**src/rtl/common_pkg.sv**
```systemverilog
// Shared endpoint definitions: default parameter values, the default-width
// packet layout {addr, data}, and a small round-robin helper.
package common_pkg;

    localparam int DEFAULT_N             = 4;
    localparam int DEFAULT_VC_W          = 2;
    localparam int DEFAULT_D_W           = 8;
    localparam int DEFAULT_VC_FIFO_DEPTH = 4;
    localparam int DEFAULT_A_W           = $clog2(DEFAULT_N) + 1;

    typedef struct packed {
        logic [DEFAULT_A_W-1:0] addr;
        logic [DEFAULT_D_W-1:0] data;
    } endpoint_packet_t;

    // Next round-robin position after 'cur' among 'n' channels.
    function automatic int rr_next(input int cur, input int n);
        return (cur + 1 >= n) ? 0 : cur + 1;
    endfunction

endpackage

```
**src/rtl/noc_ep_vc_fifo.sv**
```systemverilog
// Single-VC synchronous FIFO holding DEPTH-1 packets.
// Ports:
//   clk, rst_n  clock, async active-low reset (empties the FIFO)
//   push        write push_data (dropped when full unless popping this cycle)
//   push_data   packet to write
//   pop         remove the head entry (ignored when empty)
//   full/empty  occupancy flags
//   head        oldest entry, valid when !empty
module noc_ep_vc_fifo #(
    parameter int W     = 11,
    parameter int DEPTH = 4
) (
    input  logic         clk,
    input  logic         rst_n,
    input  logic         push,
    input  logic [W-1:0] push_data,
    input  logic         pop,
    output logic         full,
    output logic         empty,
    output logic [W-1:0] head
);
    localparam int ENTRIES = DEPTH - 1;
    localparam int PTR_W   = (ENTRIES > 1) ? $clog2(ENTRIES) : 1;
    localparam int CNT_W   = $clog2(ENTRIES + 1);

    logic [W-1:0]     mem [ENTRIES];
    logic [PTR_W-1:0] wr_ptr;
    logic [PTR_W-1:0] rd_ptr;
    logic [CNT_W-1:0] count;
    logic             do_push;
    logic             do_pop;

    assign full    = (count == CNT_W'(ENTRIES));
    assign empty   = (count == '0);
    assign head    = mem[rd_ptr];
    // A pop frees the slot the same cycle, so a full FIFO can still accept.
    assign do_push = push && (!full || pop);
    assign do_pop  = pop && !empty;

    function automatic logic [PTR_W-1:0] ptr_inc(input logic [PTR_W-1:0] p);
        return (p == PTR_W'(ENTRIES - 1)) ? '0 : p + PTR_W'(1);
    endfunction

    always_ff @(posedge clk) begin
        if (do_push) mem[wr_ptr] <= push_data;
    end

    always_ff @(posedge clk or negedge rst_n) begin
        if (!rst_n) begin
            wr_ptr <= '0;
            rd_ptr <= '0;
            count  <= '0;
        end else begin
            if (do_push) wr_ptr <= ptr_inc(wr_ptr);
            if (do_pop)  rd_ptr <= ptr_inc(rd_ptr);
            case ({do_push, do_pop})
                2'b10:   count <= count + CNT_W'(1);
                2'b01:   count <= count - CNT_W'(1);
                default: count <= count;
            endcase
        end
    end

endmodule

```
**src/rtl/noc_leaf_endpoint.sv**
```systemverilog
// Leaf-port network interface of the t-switch binary tree NoC.
// Injection side holds per-VC credits and registers accepted client packets
// onto the tree leaf receive port for one cycle. Ejection side buffers tree
// packets in per-VC FIFOs, round-robins them to the client and returns one
// credit per consumed packet.
// Optional build macro NOC_EP_STATS_EN adds stat_tx_pkts, stat_rx_pkts and
// stat_stall_cycles counters.
// Ports:
//   clk, rst_n                     clock, async active-low reset
//   in_valid/in_ready/in_vc/in_addr/in_data   client injection
//   noc_tx_vc_target/noc_tx_packet/noc_tx_credit  to/from tree receive port
//   noc_rx_vc_target/noc_rx_packet/noc_rx_credit  from/to tree transmit port
//   out_valid/out_ready/out_vc/out_addr/out_data  client ejection
module noc_leaf_endpoint
    import common_pkg::*;
#(
    parameter  int N             = DEFAULT_N,
    parameter  int VC_W          = DEFAULT_VC_W,
    parameter  int D_W           = DEFAULT_D_W,
    parameter  int VC_FIFO_DEPTH = DEFAULT_VC_FIFO_DEPTH,
    localparam int A_W           = $clog2(N) + 1,
    localparam int VCI_W         = (VC_W > 1) ? $clog2(VC_W) : 1
) (
    input  logic               clk,
    input  logic               rst_n,
    input  logic               in_valid,
    output logic               in_ready,
    input  logic [VCI_W-1:0]   in_vc,
    input  logic [A_W-1:0]     in_addr,
    input  logic [D_W-1:0]     in_data,
    output logic [VC_W-1:0]    noc_tx_vc_target,
    output logic [A_W+D_W-1:0] noc_tx_packet,
    input  logic [VC_W-1:0]    noc_tx_credit,
    input  logic [VC_W-1:0]    noc_rx_vc_target,
    input  logic [A_W+D_W-1:0] noc_rx_packet,
    output logic [VC_W-1:0]    noc_rx_credit,
    output logic               out_valid,
    input  logic               out_ready,
    output logic [VCI_W-1:0]   out_vc,
    output logic [A_W-1:0]     out_addr,
    output logic [D_W-1:0]     out_data
`ifdef NOC_EP_STATS_EN
    ,
    output logic [31:0]        stat_tx_pkts,
    output logic [31:0]        stat_rx_pkts,
    output logic [31:0]        stat_stall_cycles
`endif
);
    localparam int PW     = A_W + D_W;
    localparam int CR_W   = $clog2(VC_FIFO_DEPTH);
    localparam int CR_MAX = VC_FIFO_DEPTH - 1;

    // ---------------- injection ----------------
    logic [VC_W-1:0][CR_W-1:0] credit;
    logic [VC_W-1:0][CR_W-1:0] credit_nxt;
    logic                      accept;
    logic [VC_W-1:0]           take;

    assign in_ready = (credit[in_vc] != '0);
    assign accept   = in_valid && in_ready;
    assign take     = accept ? (VC_W'(1) << in_vc) : '0;

    always_comb begin
        credit_nxt = credit;
        for (int v = 0; v < VC_W; v++) begin
            case ({take[v], noc_tx_credit[v]})
                2'b10: credit_nxt[v] = credit[v] - CR_W'(1);
                // Return at the maximum is illegal; hold rather than wrap.
                2'b01: if (credit[v] != CR_W'(CR_MAX)) credit_nxt[v] = credit[v] + CR_W'(1);
                default: ;
            endcase
        end
    end

    always_ff @(posedge clk or negedge rst_n) begin
        if (!rst_n) begin
            for (int v = 0; v < VC_W; v++) credit[v] <= CR_W'(CR_MAX);
            noc_tx_vc_target <= '0;
            noc_tx_packet    <= '0;
        end else begin
            credit           <= credit_nxt;
            noc_tx_vc_target <= take;
            noc_tx_packet    <= accept ? {in_addr, in_data} : '0;
        end
    end

    // ---------------- ejection ----------------
    logic [VC_W-1:0]         fifo_full;
    logic [VC_W-1:0]         fifo_empty;
    logic [VC_W-1:0][PW-1:0] fifo_head;
    logic [VC_W-1:0]         pop;
    logic [VCI_W-1:0]        rr;
    logic [VCI_W-1:0]        pick;
    logic [VCI_W-1:0]        sel;
    logic [VCI_W-1:0]        lock_vc;
    logic                    locked;
    logic                    hs;

    for (genvar v = 0; v < VC_W; v++) begin : g_fifo
        noc_ep_vc_fifo #(.W(PW), .DEPTH(VC_FIFO_DEPTH)) u_fifo (
            .clk       (clk),
            .rst_n     (rst_n),
            .push      (noc_rx_vc_target[v]),
            .push_data (noc_rx_packet),
            .pop       (pop[v]),
            .full      (fifo_full[v]),
            .empty     (fifo_empty[v]),
            .head      (fifo_head[v])
        );
    end

    // First non-empty VC at or after the rr pointer.
    always_comb begin
        int  idx;
        logic found;
        pick  = '0;
        found = 1'b0;
        idx   = 0;
        for (int i = 0; i < VC_W; i++) begin
            idx = int'(rr) + i;
            if (idx >= VC_W) idx = idx - VC_W;
            if (!found && !fifo_empty[idx]) begin
                found = 1'b1;
                pick  = VCI_W'(idx);
            end
        end
    end

    // Once offered and stalled, the choice is frozen so a newly filled VC
    // cannot swap the packet under the client.
    assign sel       = locked ? lock_vc : pick;
    assign out_valid = |(~fifo_empty);
    assign out_vc    = sel;
    assign {out_addr, out_data} = fifo_head[sel];
    assign hs        = out_valid && out_ready;
    assign pop       = hs ? (VC_W'(1) << sel) : '0;

    always_ff @(posedge clk or negedge rst_n) begin
        if (!rst_n) begin
            rr            <= '0;
            locked        <= 1'b0;
            lock_vc       <= '0;
            noc_rx_credit <= '0;
        end else begin
            if (hs) rr <= VCI_W'(rr_next(int'(sel), VC_W));
            locked        <= out_valid && !out_ready;
            lock_vc       <= sel;
            noc_rx_credit <= pop;
        end
    end

`ifdef NOC_EP_STATS_EN
    always_ff @(posedge clk or negedge rst_n) begin
        if (!rst_n) begin
            stat_tx_pkts      <= '0;
            stat_rx_pkts      <= '0;
            stat_stall_cycles <= '0;
        end else begin
            stat_tx_pkts      <= stat_tx_pkts + 32'(accept);
            stat_rx_pkts      <= stat_rx_pkts + 32'(hs);
            stat_stall_cycles <= stat_stall_cycles + 32'(in_valid && !in_ready);
        end
    end
`endif

`ifndef SYNTHESIS
    a_rx_onehot: assert property (@(posedge clk) disable iff (!rst_n) $onehot0(noc_rx_vc_target));
    for (genvar v = 0; v < VC_W; v++) begin : g_chk
        a_credit_ovf: assert property (@(posedge clk) disable iff (!rst_n)
            !(noc_tx_credit[v] && !take[v] && credit[v] == CR_W'(CR_MAX)));
        a_rx_full: assert property (@(posedge clk) disable iff (!rst_n)
            !(noc_rx_vc_target[v] && fifo_full[v] && !pop[v]));
    end
`endif

endmodule
```
**config.mk**
```make
export PLATFORM = sky130hd
export DESIGN_NAME = noc_leaf_endpoint
export DESIGN_NICKNAME = d
export VERILOG_FILES = /design/src/rtl/common_pkg.sv /design/src/rtl/noc_ep_vc_fifo.sv /design/src/rtl/noc_leaf_endpoint.sv
export SDC_FILE = /design/constraint.sdc
export NUM_CORES = 1
export LEC_CHECK = 0
export CORE_MARGIN = 2
export CORE_UTILIZATION = 56
export CTS_BUF_LIST = sky130_fd_sc_hd__clkbuf_2
export DETAILED_ROUTE_END_ITERATION = 10
export PLACE_DENSITY = 0.82
export SLEW_MARGIN = 20
export SYNTH_ARGS = -nofsm -noshare
export SYNTH_HDL_FRONTEND = slang
export SYNTH_SLANG_ARGS = --single-unit
```
**constraint.sdc**
```tcl
create_clock -name clk -period 3.47 [get_ports clk]
set_clock_uncertainty 0.05 [all_clocks]
set_input_delay 0.694 -clock clk [delete_from_list [all_inputs] [get_ports clk]]
set_output_delay 0.694 -clock clk [all_outputs]
set_load 0.01 [all_outputs]
```
Word-level counts from Yosys, hierarchy flattened --
Memory sizes are Yosys's and may differ from the RTL's. Cells that the tools add are included.
Storage, ports and cells: word-level logic and storage cells 119, bits in registers 34, bits in writable memories 66, input bits 31, memories kept 2, output and inout bits 29
Cells by class: mux-type cells 33, reduce and logical (&&, ||, !) cells 26, eq/ne operators 18, bitwise logic cells 1, $lt $le $gt $ge 7, add/sub/neg operators 16, shift operators 2
Memories:
- g_fifo[0].u_fifo.mem | depth 3, width 11, read ports 1, clocked after Yosys merged registers in 0, write ports 1, line noc_ep_vc_fifo.sv:26 | logic [W-1:0] mem [ENTRIES];
- g_fifo[1].u_fifo.mem | depth 3, width 11, read ports 1, clocked after Yosys merged registers in 0, write ports 1, line noc_ep_vc_fifo.sv:26
Operator list (count):
- 32-bit by 3-bit < comparator with 1-bit output, second input constant | 2
- 32-bit 2-to-1 mux | 2
- 11-bit 2-to-1 mux | 3
- 2-bit == test, second input constant | 10
- 2-bit 2-to-1 mux | 10
- 2-bit by 1-bit adder with 2-bit output, second input constant | 8
- 2-bit one-hot mux with 2 select lines | 4
- 1-bit 2-to-1 mux | 14
- 2-bit nonzero test | 5
- 2-bit by 1-bit == test with 1-bit output, second input constant | 4
- 1-bit logical AND | 8
- 2-bit inequality test, second input constant | 4
- 2-bit by 1-bit subtractor with 2-bit output, second input constant | 4
- 1-bit logical NOT | 6
- 1-bit by 1-bit adder with 2-bit output, second input constant | 2
- 2-bit >= comparator, second input constant | 2
- 2-bit logical NOT | 2
- 1-bit by 2-bit < comparator with 1-bit output, second input constant | 2
- 2-bit AND reduction | 2
- 1-bit by 1-bit left shift with 2-bit output, first input constant | 2
- 1-bit by 2-bit subtractor with 3-bit output, second input constant | 1
- 2-bit by 2-bit subtractor with 3-bit output, second input constant | 1
- 1-bit by 2-bit >= comparator with 1-bit output, second input constant | 1
- 1-bit logical OR | 2
- other kinds (2) | 2

Depth between registers and ports, before layout --
word-level depth 16, gate-level depth with buffers 8, gate-level depth less buffers 7

Modules after synthesis --
Synthesis repeated with hierarchy kept, for this count alone.
Second synthesis, totals: cells, all modules 281, area total of the unflattened synthesis 4073.9 um^2
By module, submodules not included:
- noc_ep_vc_fifo (g_fifo[0].u_fifo) | times used 1, cells each 99, sequential area each 1141.1 um^2, area an instance 1537.7 um^2
- noc_ep_vc_fifo (g_fifo[1].u_fifo) | times used 1, cells each 98, sequential area each 1141.1 um^2, area an instance 1530.2 um^2
- noc_leaf_endpoint | times used 1, cells each 84, sequential area each 555.5 um^2, area an instance 1006.0 um^2

Worst setup path before layout --
OpenSTA, ideal clock, no wires.
kind register -> register, start point register g_fifo[1].u_fifo.count[0], end point memory g_fifo[0].u_fifo.mem[2][0], enable pin, library setup time 0.396 ns, data required time 3.024 ns, stages on the path, launching flop included 6, clock period less this slack 2.584 ns, slack 0.886 ns, buffers on the path 1, data arrival time 2.138 ns, path through dfrtp_1 buf_2 o21ba_2 a221oi_2 o21ai_4 nor3b_1
On the way: longest elaborated chain between the ends 14, elaborated cells on any way between the ends 21, those cells by class shift (1); mux (12); bitwise (1); reduce/logical (7)
RTL lines:
- start: declaration | line noc_ep_vc_fifo.sv:29 | logic [CNT_W-1:0] count;
- start signal: assignment | line noc_ep_vc_fifo.sv:57 | 2'b10: count <= count + CNT_W'(1);
- start signal: assignment | line noc_ep_vc_fifo.sv:58 | 2'b01: count <= count - CNT_W'(1);
- start signal: assignment | line noc_ep_vc_fifo.sv:59 | default: count <= count;
- 2-bit logical NOT (*) | line noc_ep_vc_fifo.sv:34 | assign empty = (count == '0);
- 1-bit 2-to-1 mux (implied by the code) (3 in series) | line noc_leaf_endpoint.sv:122 | if (!found && !fifo_empty[idx]) begin
- 1-bit logical NOT | line noc_leaf_endpoint.sv:122
- 1-bit logical AND | line noc_leaf_endpoint.sv:122
- 1-bit 2-to-1 mux | line noc_leaf_endpoint.sv:122
- 1-bit 2-to-1 mux | line noc_leaf_endpoint.sv:131 | assign sel = locked ? lock_vc : pick;
- 1-bit by 1-bit left shift with 2-bit output | line noc_leaf_endpoint.sv:136 | assign pop = hs ? (VC_W'(1) << sel) : '0;
- 2-bit 2-to-1 mux (*) | line noc_leaf_endpoint.sv:136
- via g_fifo[0].u_fifo.pop | line noc_ep_vc_fifo.sv:17 | input logic pop,
- 1-bit logical OR (*) | line noc_ep_vc_fifo.sv:37 | assign do_push = push && (!full || pop);
- 1-bit logical AND (*) | line noc_ep_vc_fifo.sv:37
- 1-bit 2-to-1 mux (*) | line noc_ep_vc_fifo.sv:45 | if (do_push) mem[wr_ptr] <= push_data;
- 1-bit 2-to-1 mux (implied by the code) (*) | line noc_ep_vc_fifo.sv:45
- end: declaration | line noc_ep_vc_fifo.sv:26
The timed path passes the listed nets; every way through them passes the cells marked *. The select of a mux whose other input is x is not followed.

Worst setup path in the final report --
start point register g_fifo[1].u_fifo.count[1], end point output out_addr[1]
On the way: longest elaborated chain between the ends 10, elaborated cells on any way between the ends 14, those cells by class mux (11); reduce/logical (3)
RTL lines:
- 2-bit logical NOT (*) | line noc_ep_vc_fifo.sv:34
- 1-bit 2-to-1 mux (implied by the code) (3 in series) | line noc_leaf_endpoint.sv:122
- 1-bit logical NOT | line noc_leaf_endpoint.sv:122
- 1-bit logical AND | line noc_leaf_endpoint.sv:122
- 1-bit 2-to-1 mux (*) | line noc_leaf_endpoint.sv:122
- 1-bit 2-to-1 mux (*) | line noc_leaf_endpoint.sv:131
- 11-bit 2-to-1 mux (implied by the code) (*) (2 in series) | line noc_leaf_endpoint.sv:134 | assign {out_addr, out_data} = fifo_head[sel];
- end: declaration | line noc_leaf_endpoint.sv:40 | output logic [A_W-1:0] out_addr,
Mark *: on every way between the ends. The rest lies on a longest branch, timed or not. The select of a mux whose other input is x is not followed.

==> flow_summary.yaml <==
synth:
  syn_nets: 324
  async_flop_share_pct: 34.00
  ys.flop_type: "edfxtp_1"
  syn_area_sq_um: 4068
  synthSimpleGateAreaFrac_pct: 9.966
  syn_area_per_cell_sq_um: 13.98
  ys_warn_count: 0
  netlist_instances: 291
  synth-xor-area-share_pct: 1.723
  yosysSeqAreaShare_pct: 69.76
  synth_top_family_by_area: "simple AND/OR/NAND/NOR gates"
  synthAdderAreaFrac_pct: 0.6152
  ys_seq_elements: 100
  synth_cell_types: 34
  synth_compound_area_share_pct: 8.367
  synthMuxAreaShare_pct: 7.875
  synth-edff-count: 66
pwr:
  p_switching_mw: 1.335
  powerDensity_nw_per_um2: 781.6
  pwr-share-comb_pct: 36.3
  pwr-share-clk_pct: 13.5
  ir_drop_v: 0.0004110
  power.leakage_nw: 1.847
  power.internal_mw: 2.490
  netSwitchingFraction_pct: 34.89
  seqPwrFrac_pct: 50.2
layout:
  fillers: 516
  drive_gt1_share_pct: 10.31
  n_antenna_cell: 0
  area_growth_syn_to_layout_pct: 20.30
  fin_nets: 388
grt:
  antenna_found_initial: 0
  grt_usage_pct: 19.76
  grt_overflow_total: 0
  grt_pass1_vias: 2311
  grt_max_degree: 35
  grt_pass1_wl_um: 11400
route:
  wl_met1_um: 3173
  routed_wl_um: 7307
  drtIter0Drc: 194
  wl_met3_um: 261
  via_per_inst: 5.378
  top_layer: "met4"
  first_pass_iters: 4
  dr_total_vias: 2463
  route.met2.wl_um: 3763
  drc: 0
  drtAntennaViolNets: 0
  wl_per_cell_um: 15.95
clock_tree:
  root_buffer: "clkbuf_2"
  insertion_delay_ns: 0.53
  cts_buffer_depth: 2
  cts_tree: "built"
  clk_pin_slew_ns: 0.25
  cts_buffers: 9
  cts_sinks: 100
  cts_setup_buffers: 0
  h-tree-depth: 3
die:
  core_sq_um: 7137
  start_util_pct: 57.00
  fp.dieW_um: 89.23
  die-area_sq_um: 7961
  die_h_um: 89.23
  io_pins: 60
  rows: 31
critical_path:
  cp_max_fo: 27
  startpoint_type: "flip-flop"
  slowest_stage: "clkdlybuf4s50_1"
  max_stage_delay_ns: 0.58
  crit_path_cell_trace: "o21ba_2, a22o_1, buf_4, o21ai_1, clkdlybuf4s50_1"
  required_ns: 2.73
  path_buf_inv: 2
  worstSetupPathType: "reg -> out"
  crit_path_end_kind: "output port"
  critPathTopFamily: "buffers and inverters"
  worst_ep_arrival_time_ns: 2.57
sta:
  setup_viol: 0
  finalHoldViolCount: 0
  period_share_pct: 95.61
  final.setup.tns_ns: 0
  period_minus_slack_ns: 3.318
  finalMaxSlewViolations: 0
  worstMarginPinSlew_ns: 0.8055
  grt_setup_unrepaired: "no"
  relSlewSlack_pct: 46.30
  whs_ns: 0.4597
  fmax_mhz: 301.4
min_path:
  hp-class: "in -> async"
run_status:
  status: "completed"
flow_run:
  maxCapViolCount: 0
place:
  dpl.hpwl_um: 4727
  io_buffers: 59
  gp_congestion: 0.7515
==> cell type report <==
type	count	area (sq um)	area share [%]
Sequential cell	100	2841	58.07
Tap cell	99	123.9	2.531
Clock inverter	6	56.30	1.151
Multi-Input combinational cell	174	1161	23.73
Clock buffer	9	45.04	0.9205
Inverter	2	7.507	0.1534
Timing Repair Buffer	68	658.1	13.45
==> Yosys cell counts, drive strengths merged (2+ instances only) <==
cell,count,share of area (%)
a21oi,14,1.7
a31oi,2,0.31
and3,13,2.0
buf,4,0.49
clkbuf,11,1.0
dfrtp,30,18
dfstp,4,2.6
edfxtp,66,49
ha,2,0.62
inv,2,0.18
mux2,8,2.2
mux2i,23,5.7
nand2,28,2.6
nand3b,2,0.37
nor2,20,1.8
nor2b,9,1.4
nor3,4,0.49
nor3b,2,0.37
o21ai,28,3.7
xnor2,6,1.3
xor2,2,0.43
==> sequential cells by signal, summed over array words and instances (netlist names) <==
register,flops
g_fifo.u_fifo.mem,66
noc_tx_packet,11
credit,4
g_fifo.u_fifo.count,4
g_fifo.u_fifo.rd_ptr,4
g_fifo.u_fifo.wr_ptr,4
noc_rx_credit,2
noc_tx_vc_target,2
lock_vc,1
locked,1
rr,1
==> metal layers <==
metal / GRT usage [%] / vias up
met5: 0 / -
met4: 8.141 / 0
met3: 3.416 / 9
met2: 31.92 / 54
met1: 26.93 / 1213
li1: - / 1187
==> cells by family (layout without fill, tap and decap cells) <==
family          after synthesis  in the layout
buf+inv                      17             85
flops                       100            100
xor+xnor                      8              8
simple gates                 80             80
fa+ha+maj                     2              2
mux                          31             31
compound gates               53             53
==> repair_timing <==
| item | 4_1_cts | 5_1_grt |
|---|---|---|
| hold buffers | 0 | 0 |
| endpoints found under the setup margin | 0 | 3 |
| resized for setup | 0 | 3 |
==> path summary, 6_finish.rpt <==
| path | from | end | slack, ns | depth (start not counted) |
|---|---|---|---|---|
| max | g_fifo[1].u_fifo.count[1] | out_addr[1] | 0.15 | 5 |
| min reg2reg | rr | rr | 0.47 | 1 |
| max in group asynchronous | rst_n | credit[1] | 2.55 | 2 |
| max reg2reg | g_fifo[1].u_fifo.count[1] | g_fifo[0].u_fifo.count[1] | 1.31 | 7 |
| min in group clk | rr | rr | 0.47 | 1 |
| min | rst_n | locked | 0.46 | 2 |
==> power by group through the flow <==
stage / clock, mW / sequential, mW / combinational (mW)
global placement: 0 / 1.92 / 1.37
floorplan: 0 / 1.75 / 0.976
global route: 0.570 / 1.98 / 1.53
CTS: 0.522 / 1.92 / 1.41
detailed placement: 0 / 1.95 / 1.40
finish: 0.515 / 1.92 / 1.39
==> through the flow <==
step                power (mW)  area [sq um]  worst slack (ns)  util, %  std cells
CTS                      3.856          4890            0.1160    68.51        458
floorplan                2.731          4068            0.8863        -        291
detailed placement       3.350          4788            0.6199    67.09        443
finish                   3.825          4893            0.1523    68.57        458
global route             4.077          4893          0.003066    68.57        458
global placement         3.289          4788            0.6082    67.09        443
==> placed cells by master, fill, tap and decap left out, types with 11 or more instances in the layout <==
cell and count:
mux2i_1 23, nor2_1 20, clkdlybuf4s50_1 59, o21ai_1 11, and3_1 13, nand2_1 28
o21ai_0 16, edfxtp_1 66, dfrtp_1 27, a21oi_1 14
No activity file was read; power rests on OpenSTA's default activity.
